[src/rtl/life_controller.sv]
// Game-of-Life controller: button-driven cell editing, timed generation stepping in PLAY,
// and clear/step/write strobes toward the grid datapath. All outputs are registered.
module life_controller #(
    parameter int unsigned GEN_PERIOD = 4,
    parameter int unsigned NCELLS     = 64,
    localparam int unsigned IW        = $clog2(NCELLS)
) (
    input  logic          clka,
    input  logic          reset,
    input  logic          btn0,
    input  logic          btn1,
    input  logic          run,
    input  logic          stop,
    output logic [1:0]    state,
    output logic [IW-1:0] cell_idx,
    output logic          cell_we,
    output logic          cell_val,
    output logic          clr,
    output logic          step,
    output logic [7:0]    gen_count
);

    typedef enum logic [1:0] {
        StIdle = 2'b00,
        StEdit = 2'b01,
        StPlay = 2'b10,
        StHalt = 2'b11
    } state_e;

    localparam logic [7:0]    LastTick = 8'(GEN_PERIOD - 1);
    localparam logic [IW-1:0] IdxOne   = IW'(1);

    state_e        state_q, state_d;
    logic          btn0_q, btn1_q;
    logic          rise0, rise1, any_rise;
    logic [7:0]    timer_q, timer_d;
    logic [IW-1:0] cell_idx_d;
    logic          cell_we_d, cell_val_d, clr_d, step_d;
    logic [7:0]    gen_count_d;
    logic          resume;

    assign rise0    = btn0 & ~btn0_q;
    assign rise1    = btn1 & ~btn1_q;
    assign any_rise = rise0 | rise1;
    assign resume   = run & ~stop;
    assign state    = state_q;

    // State register
    always_ff @(posedge clka or posedge reset) begin
        if (reset) begin
            state_q <= StIdle;
        end else begin
            state_q <= state_d;
        end
    end

    // Next-state logic; stop always wins over run
    always_comb begin
        state_d = state_q;
        case (state_q)
            StIdle: if (any_rise) state_d = StEdit;
            StEdit: begin
                if (stop) begin
                    state_d = StIdle;
                end else if (run) begin
                    state_d = StPlay;
                end
            end
            StPlay: if (stop) state_d = StHalt;
            StHalt: begin
                if (resume) begin
                    state_d = StPlay;
                end else if (any_rise) begin
                    state_d = StEdit;
                end
            end
            default: state_d = StIdle;
        endcase
    end

    // Output and datapath next values
    always_comb begin
        cell_we_d   = 1'b0;
        clr_d       = 1'b0;
        step_d      = 1'b0;
        cell_val_d  = cell_val;
        gen_count_d = gen_count;
        timer_d     = timer_q;
        // Cursor advances in the cycle after each write strobe
        cell_idx_d  = cell_we ? cell_idx + IdxOne : cell_idx;
        case (state_q)
            StIdle: begin
                if (any_rise) begin
                    clr_d       = 1'b1;
                    cell_idx_d  = '0;
                    gen_count_d = '0;
                end
            end
            StEdit: begin
                if (stop) begin
                    timer_d = timer_q;
                end else if (run) begin
                    timer_d = '0;
                end else if (any_rise && !cell_we) begin
                    // A back-to-back rise is dropped so the write strobe never stretches
                    cell_we_d  = 1'b1;
                    cell_val_d = rise0;
                end
            end
            StPlay: begin
                if (!stop) begin
                    if (timer_q == LastTick) begin
                        timer_d     = '0;
                        step_d      = 1'b1;
                        gen_count_d = (gen_count == 8'hFF) ? gen_count : gen_count + 8'd1;
                    end else begin
                        timer_d = timer_q + 8'd1;
                    end
                end
            end
            StHalt: begin
                if (resume) begin
                    timer_d = '0;
                end else if (any_rise) begin
                    clr_d       = 1'b1;
                    cell_idx_d  = '0;
                    gen_count_d = '0;
                end
            end
            default: timer_d = '0;
        endcase
    end

    // Registered outputs, timer and button history
    always_ff @(posedge clka or posedge reset) begin
        if (reset) begin
            btn0_q    <= 1'b0;
            btn1_q    <= 1'b0;
            timer_q   <= '0;
            cell_idx  <= '0;
            cell_we   <= 1'b0;
            cell_val  <= 1'b0;
            clr       <= 1'b0;
            step      <= 1'b0;
            gen_count <= '0;
        end else begin
            btn0_q    <= btn0;
            btn1_q    <= btn1;
            timer_q   <= timer_d;
            cell_idx  <= cell_idx_d;
            cell_we   <= cell_we_d;
            cell_val  <= cell_val_d;
            clr       <= clr_d;
            step      <= step_d;
            gen_count <= gen_count_d;
        end
    end

endmodule

[config.mk]
export PLATFORM = sky130hd
export DESIGN_NAME = life_controller
export DESIGN_NICKNAME = d
export VERILOG_FILES = /design/src/rtl/life_controller.sv
export SDC_FILE = /design/constraint.sdc
export NUM_CORES = 1
export LEC_CHECK = 0
export ABC_AREA = 1
export ABC_CLOCK_PERIOD_IN_PS = 2900
export CAP_MARGIN = 30
export CORE_UTILIZATION = 58
export CTS_CLUSTER_SIZE = 40
export DETAILED_ROUTE_END_ITERATION = 10
export PLACE_DENSITY = 0.84
export SETUP_SLACK_MARGIN = 0.3
export SYNTH_ARGS = -nofsm -noshare
export SYNTH_HDL_FRONTEND = slang
export SYNTH_SLANG_ARGS = --single-unit
export TNS_END_PERCENT = 50
[constraint.sdc]
create_clock -name clka -period 2.9 [get_ports clka]
set_input_delay 0.58 -clock clka [delete_from_list [all_inputs] [get_ports clka]]
set_output_delay 0.58 -clock clka [all_outputs]
set_load 0.005 [all_outputs]
==> results.txt, run 1 <==
----------------------------------------------------
[Routing]
  Total number of vias ... 1,564
  Detailed-route DRC error count ... 7
  Per-cell via count in the routed design ... 5.27
  Final wirelength ... 3470 µm
  Post-DR wirelength/cell ... 11.7 µm
  Number of nets with antenna violations after routing ... 0
  Pre-Repair DR Iteration Count ... 9
  Initial drt markers ... 104

[Pwr]
  Cell internal pwr ... 786 µW
  Share of power burned in the clock network ... 20.4%
  Portion of total power attributed to sequential cells ... 38.4%
  Cell Pwr Density ... 612 nW/µm²
  Peak supply drop ... 562 µV
  Sw Pwr ... 515 µW
  Pleak ... 1.03 nW
  Part of the total power dissipated in combinational logic ... 41.3%
  Switching part of the total power ... 39.6%

[Synth]
  Synth area leaders ... sky130_fd_sc_hd__dfrtp_1 (42%), sky130_fd_sc_hd__nand2_1 (14%), sky130_fd_sc_hd__inv_1 (5.9%)
  Multiplexer share of the synthesized area ... 0%
  Fraction of post-synthesis cell area in the top cell type by area ... 42.0%
  Post-synthesis cell area ... 1790 µm²
  Portion of the post-synthesis area used by sequential elements ... 42.0%
  Number of cells produced by synthesis ... 234
  Largest family of logic cells by synthesized area ... simple AND/OR/NAND/NOR gates
  Post-synthesis adder-cell area fraction ... 4.90%
  Number of synthesized register bits ... 30
  Compound-gate portion of the synthesized area ... 6.72%
  Warning count from the yosys run ... 0
  Simple-gate portion of the synthesized area ... 33.9%
  Number of distinct standard cells referenced by the synthesized netlist ... 24
  Syn Nets ... 247
  Synthesized-area fraction occupied by xor and xnor cells ... 4.41%
  Synthesized area divided by synthesized cell count ... 7.64 µm²
  Dominant cell type by area after synthesis ... sky130_fd_sc_hd__dfrtp_1

[Global routing]
  Tot GR Track Use ... 23.5%
  Maximum number of pins on one net before global-route repair ... 31
  Global-route wire length before repair ... 5890 µm
  Initial antenna violation count ... 0
  Via count of the first global-routing pass ... 1,437
  Leftover overflow at the end of global routing ... 0

[Worst setup path]
  Worst Path Arrival ... 1400 ps
  Classification of the worst setup path ... reg2out
  Crit path max-delay family ... buffers and inverters
  Delay of the slowest cell on the worst path ... 550 ps
  Nature of the critical path startpoint ... flop
  Slowest cell on the critical path ... sky130_fd_sc_hd__clkdlybuf4s50_1
  Critical Path RT ... 2320 ps
  Logic depth of the worst setup path including buffers ... 1
  Worst path buffer plus inverter count ... 1
  Cell Chain, Critical Path ... clkdlybuf4s50_1
  Worst reg2reg path depth ... 9
  Critical Path Fanout Max ... 7
  Kind of end point of the critical path ... primary output

[Place]
  Placement Setup Slack ... 912 ps
  Placed cell count ... 289
  Routability cong. ... 0.814
  Dpl hpwl ... 2600 µm
  Count of input and output buffers ... 25

[Outcome]
  Status ... complete, but fails checks
  Failing checks ... design-rule violations

[Timing]
  Period utilization ... 68.1%
  Post-route clock skew ... 14.0 ps
  Final count of hold timing violations ... 0
  Top achievable clock speed ... 506 MHz
  Setup_tns ... 0 ps
  Time the worst path needs with I/O delays and setup ... 1980 ps
  Worst rel slew slack ... 69.4%
  Final worst setup slack ... 925 ps
  Final slew viol count ... 0
  Setup violations, final ... 0
  Actual slew at the worst max-slew pin ... 459 ps
  Setup repair after global routing missed its margin ... no

[Clocking]
  Post-CTS clock slew at the launch and capture registers of the worst setup and hold paths ... 100 ps
  Number of clock sinks ... 30
  Post-cts hold buffer count ... 0
  Clock tree from TritonCTS ... yes
  H-tree Lvls ... 2
  Inserted Clock Buffers ... 5
  Number of gates resized after cts ... 0
  Max clock buf depth ... 2
  Clk Tree Root Cell ... sky130_fd_sc_hd__clkbuf_4
  Post-CTS setup buffer count ... 0
  Clk Latency, worst-skew pair ... 340 ps

[Hold path]
  Kind of path behind the tightest hold check ... reg2reg
  Number of instances on the worst hold path ... 2

[Layout]
  Top library cells by usage in the layout, fill and taps aside ... sky130_fd_sc_hd__nand2_1 (69), sky130_fd_sc_hd__dfrtp_1 (30), sky130_fd_sc_hd__inv_1 (28)
  Nets@finish ... 278
  Area growth syn-to-layout ... 19.0%
  Final core utilization ... 75.2%
  Count of non-filler cells in the finished layout ... 297
  Fraction of layout cells with a size suffix above 1 ... 9.77%
  Commonest non-fill, non-tap cell in the layout ... sky130_fd_sc_hd__nand2_1
  Final antenna diode count ... 0

[Die]
  Die outline height ... 57.5 µm
  Initial Util ... 63.2%
  Die X ... 57.5 µm
  Die ar. ... 3310 µm²
  Number of primary I/O pins ... 26
  Area of the core ... 2830 µm²
  Placement row count ... 19

[Run]
  Max-Cap Viols ... 0

----------------------------------------------------
==> power by group through the flow <==
stage / clock [mW] / combinational [mW] / sequential (mW)
after global placement: 0 / 0.532 / 0.507
after global routing: 0.284 / 0.601 / 0.507
after CTS: 0.271 / 0.540 / 0.499
after detailed placement: 0 / 0.540 / 0.507
final: 0.265 / 0.537 / 0.499
after floorplan: 0 / 0.385 / 0.506
==> state kept, by name, summed over array words and instances (netlist names) <==
name       cells
clr            1
cell_we        1
btn1_q         1
cell_val       1
state          2
btn0_q         1
gen_count      8
cell_idx       6
step           1
timer_q        8
==> cell families (layout without fill, tap and decap cells) <==
family                   Yosys count  after routing
adder cells (fa/ha/maj)            7              7
AO/OA/AOI/OAI                     20             20
buffers and inverters             36             68
flip-flops                        30             30
AND/OR/NAND/NOR                  132            132
XOR/XNOR                           9              9
==> stage by stage <==
stage | cell area [µm²] | power [mW] | hold slack (ps)
after detailed placement | 2070 | 1.05 | 482
after global routing | 2130 | 1.39 | 545
after floorplan | 1790 | 0.890 | 472
after CTS | 2130 | 1.31 | 504
after global placement | 2070 | 1.04 | 481
final | 2130 | 1.30 | 500
==> cells in the mapped netlist <==
cell / n
sky130_fd_sc_hd__inv_2: 6
sky130_fd_sc_hd__nor2_4: 2
sky130_fd_sc_hd__nor3_1: 3
sky130_fd_sc_hd__o21ai_1: 5
sky130_fd_sc_hd__ha_1: 7
sky130_fd_sc_hd__buf_6: 1
sky130_fd_sc_hd__nand3_1: 15
sky130_fd_sc_hd__o21ai_0: 10
sky130_fd_sc_hd__nor3_4: 1
sky130_fd_sc_hd__nand2_1: 69
sky130_fd_sc_hd__buf_2: 1
sky130_fd_sc_hd__xor2_1: 5
sky130_fd_sc_hd__nand2_2: 2
sky130_fd_sc_hd__nor2_2: 2
sky130_fd_sc_hd__nor2_1: 25
sky130_fd_sc_hd__nand3_2: 2
sky130_fd_sc_hd__a21oi_1: 2
sky130_fd_sc_hd__inv_1: 28
sky130_fd_sc_hd__dfrtp_1: 30
sky130_fd_sc_hd__nand4_1: 9
sky130_fd_sc_hd__o22ai_4: 1
sky130_fd_sc_hd__o21bai_1: 2
sky130_fd_sc_hd__xnor2_1: 4
sky130_fd_sc_hd__nand2_4: 2
==> worst paths after layout <==
kind                              startpoint      endpoint  slack (ps)
worst max register to register      state[0]  gen_count[2]         980
worst min register to register      cell_val      cell_val         500
worst max-delay path            gen_count[4]  gen_count[4]         920
worst min-delay path                cell_val      cell_val         500
max in group asynchronous              reset    timer_q[5]        1990
min in group asynchronous              reset  gen_count[4]         610
==> area by class of cell <==
class | count | area (µm²)
Timing Repair Buffer | 26 | 258
Inverter | 34 | 128
Multi-Input combinational cell | 168 | 892
Fill cell | 220 | 702
Sequential cell | 30 | 751
Clock buffer | 7 | 55.1
Tap cell | 31 | 38.8
Clock inverter | 1 | 5.00
==> layer usage <==
layer  GRT usage, %  vias up  share of wire, %
met1           28.9      727                46
met4           11.8        0               1.9
met3           4.76        8               3.3
met2           39.2       26                49
li1               -      803                 -
met5              0        -                 0
==> worst register-to-register path, stage by stage, from the launching register on <==
cell and delay [ps]:
sky130_fd_sc_hd__dfrtp_1 420, sky130_fd_sc_hd__inv_1 90, sky130_fd_sc_hd__ha_1 440, sky130_fd_sc_hd__inv_2 190, sky130_fd_sc_hd__nand3_1 190, sky130_fd_sc_hd__inv_1 50
sky130_fd_sc_hd__nor2_1 110, sky130_fd_sc_hd__nand3_2 180, sky130_fd_sc_hd__nand2_1 120, sky130_fd_sc_hd__nand2_1 50
Note: power is estimated with default switching activity, not from simulation.
==> run 2: changes to the inputs <==
Settings changed: ABC_CLOCK_PERIOD_IN_PS 2900 to 1800, CORE_UTILIZATION 58 to 49, PLACE_DENSITY 0.84 to 0.76.
Clock period 2.9 ns to 1.8 ns, I/O delays scaled along.
==> results.txt, run 2 (synthesis results as in run 1) <==
----------------------------------------------------
[Global routing]
  Global-route wire length before repair ... 6670 µm (+13%)
  Via count of the first global-routing pass ... 1,502 (+4.5%)
  Tot GR Track Use ... 22.0% (-1.5 points)
  Maximum number of pins on one net before global-route repair ... 31 (unchanged)
  Leftover overflow at the end of global routing ... 0 (unchanged)
  Initial antenna violation count ... 0 (unchanged)

[Layout]
  Nets@finish ... 301 (+8.3%)
  Final core utilization ... 73.0% (-2.2 points)
  Count of non-filler cells in the finished layout ... 335 (+13%)
  Area growth syn-to-layout ... 39.6%
  Final antenna diode count ... 0 (unchanged)
  Number of filler cells placed in the layout ... 273 (+24%)
  Top library cells by usage in the layout, fill and taps aside ... sky130_fd_sc_hd__nand2_1 (62), sky130_fd_sc_hd__dfrtp_1 (24), sky130_fd_sc_hd__inv_1 (23), sky130_fd_sc_hd__nor2_1 (23), sky130_fd_sc_hd__buf_4 (19)
  Commonest non-fill, non-tap cell in the layout ... sky130_fd_sc_hd__nand2_1
  Final design area excluding fillers ... 2490 µm² (+17%)
  Leading registers by flop count ... gen_count x8, timer_q x8, cell_idx x6
  Fraction of layout cells with a size suffix above 1 ... 27.0% (+17 points)

[Routing]
  Total number of vias ... 1,690 (+8.1%)
  Number of nets with antenna violations after routing ... 0 (unchanged)
  Initial drt markers ... 116 (+12%)
  Detailed-route DRC error count ... 0 (-7)
  Final wirelength ... 4180 µm (+21%)
  Per-cell via count in the routed design ... 5.04 (-4.2%)
  Pre-Repair DR Iteration Count ... 4 (-5)
  Post-DR wirelength/cell ... 12.5 µm (+7.0%)

[Pwr]
  Total power draw ... 2.56 mW (+97%)
  Cell Pwr Density ... 1030 nW/µm² (+68%)
  Peak supply drop ... 622 µV (+11%)
  Pleak ... 1.27 nW (+23%)

[Die]
  Die X ... 62.4 µm (+8.5%)
  Area of the core ... 3420 µm² (+21%)
  Placement row count ... 21 (+2)
  Die outline height ... 62.4 µm (+8.5%)
  Initial Util ... 52.3% (-11 points)
  Number of primary I/O pins ... 26 (unchanged)
  Die ar. ... 3890 µm² (+18%)

[Timing]
  Post-route clock skew ... 5.30 ps (-8.75 ps)
  Final slew viol count ... 0 (unchanged)
  Period utilization ... 86.8%
  Final worst setup slack ... 238 ps (-687 ps)
  Time the worst path needs with I/O delays and setup ... 1560 ps
  Setup_tns ... 0 ps (unchanged)
  Final hold slack ... 399 ps (-102 ps)
  Final count of hold timing violations ... 0 (unchanged)
  Top achievable clock speed ... 640 MHz
  Setup repair after global routing missed its margin ... yes
  Setup violations, final ... 0 (unchanged)
  Actual slew at the worst max-slew pin ... 378 ps (-80.4 ps)
  Worst rel slew slack ... 74.8% (+5.4 points)

[Place]
  Placed cell count ... 306 (+5.9%)
  Placement Setup Slack ... 46.2 ps (-866 ps)
  Count of input and output buffers ... 25 (unchanged)
  Dpl hpwl ... 2580 µm (-0.99%)
  Placement Cell Area ... 2100 µm² (+1.6%)
  Routability cong. ... 0.916 (+13%)

[Worst setup path]
  Kind of end point of the critical path ... primary output
  Delay of the slowest cell on the worst path ... 500 ps (-50 ps)
  Slowest cell on the critical path ... sky130_fd_sc_hd__clkdlybuf4s50_1
  Critical Path RT ... 1440 ps (-880 ps)
  Worst path buffer plus inverter count ... 1 (unchanged)
  Worst reg2reg path depth ... 9 (unchanged)
  Critical Path Fanout Max ... 2 (-5)
  Logic depth of the worst setup path including buffers ... 1 (unchanged)
  Crit path max-delay family ... buffers and inverters
  Cell Chain, Critical Path ... clkdlybuf4s50_1
  Nature of the critical path startpoint ... flop
  Classification of the worst setup path ... reg2out
  Worst Path Arrival ... 1200 ps (-200 ps)

[Clocking]
  Inserted Clock Buffers ... 5 (unchanged)
  Clock tree from TritonCTS ... yes
  Clk Tree Root Cell ... sky130_fd_sc_hd__clkbuf_4
  Post-CTS clock slew at the launch and capture registers of the worst setup and hold paths ... 90 ps (about the same)
  Number of clock sinks ... 30 (unchanged)
  Clk Latency, worst-skew pair ... 330 ps (about the same)
  Max clock buf depth ... 2 (unchanged)
  Post-cts hold buffer count ... 0 (unchanged)
  H-tree Lvls ... 2 (unchanged)

[Hold path]
  Kind of path behind the tightest hold check ... in2async

[Outcome]
  Status ... finished clean

[Run]
  Max-Cap Viols ... 0 (unchanged)

----------------------------------------------------
## run 2: final timing paths
check                              from            to  slack, ps
hold reg to reg                cell_val      cell_val        510
min in group clka                  stop          step        440
max in group asynchronous         reset      state[1]       1100
hold / removal                    reset      cell_val        400
setup / recovery           gen_count[2]  gen_count[2]        240
setup reg to reg               state[0]  gen_count[3]        280
## run 2: report_power, final
part / leakage [nW] / switching (mW) / internal, mW / total [mW]
Combinational: 0.836 / 0.768 / 0.575 / 1.34
Clock: 0.0353 / 0.232 / 0.189 / 0.421
Sequential: 0.400 / 0.0592 / 0.740 / 0.800
## run 2: routing by layer
| metal | vias up | GRT usage [%] | wire, µm |
|---|---|---|---|
| met2 | 46 | 39.1 | 2130 |
| met5 | - | 0 | 0 |
| met3 | 5 | 3.47 | 153 |
| li1 | 849 | - | - |
| met1 | 790 | 26.6 | 1850 |
| met4 | 0 | 8.72 | 51 |
## run 2: area by class of cell
type                       count  area [µm²]  area share [%]
tap                           46        57.6            2.31
sequential                    30         758            30.4
inverter                      34         135            5.42
clock buffer                   7        55.1            2.21
multi-input combinational    169        1050            41.9
clock inverter                 1        5.00           0.201
timing repair buffer          48         437            17.5
## run 2: what timing repair did
action                     in CTS  in global routing
setup endpoints to repair      38                 34
resized for setup              23                 44
gates cloned                    1                  0
setup buffers                  13                  7
pin swaps                       1                 17
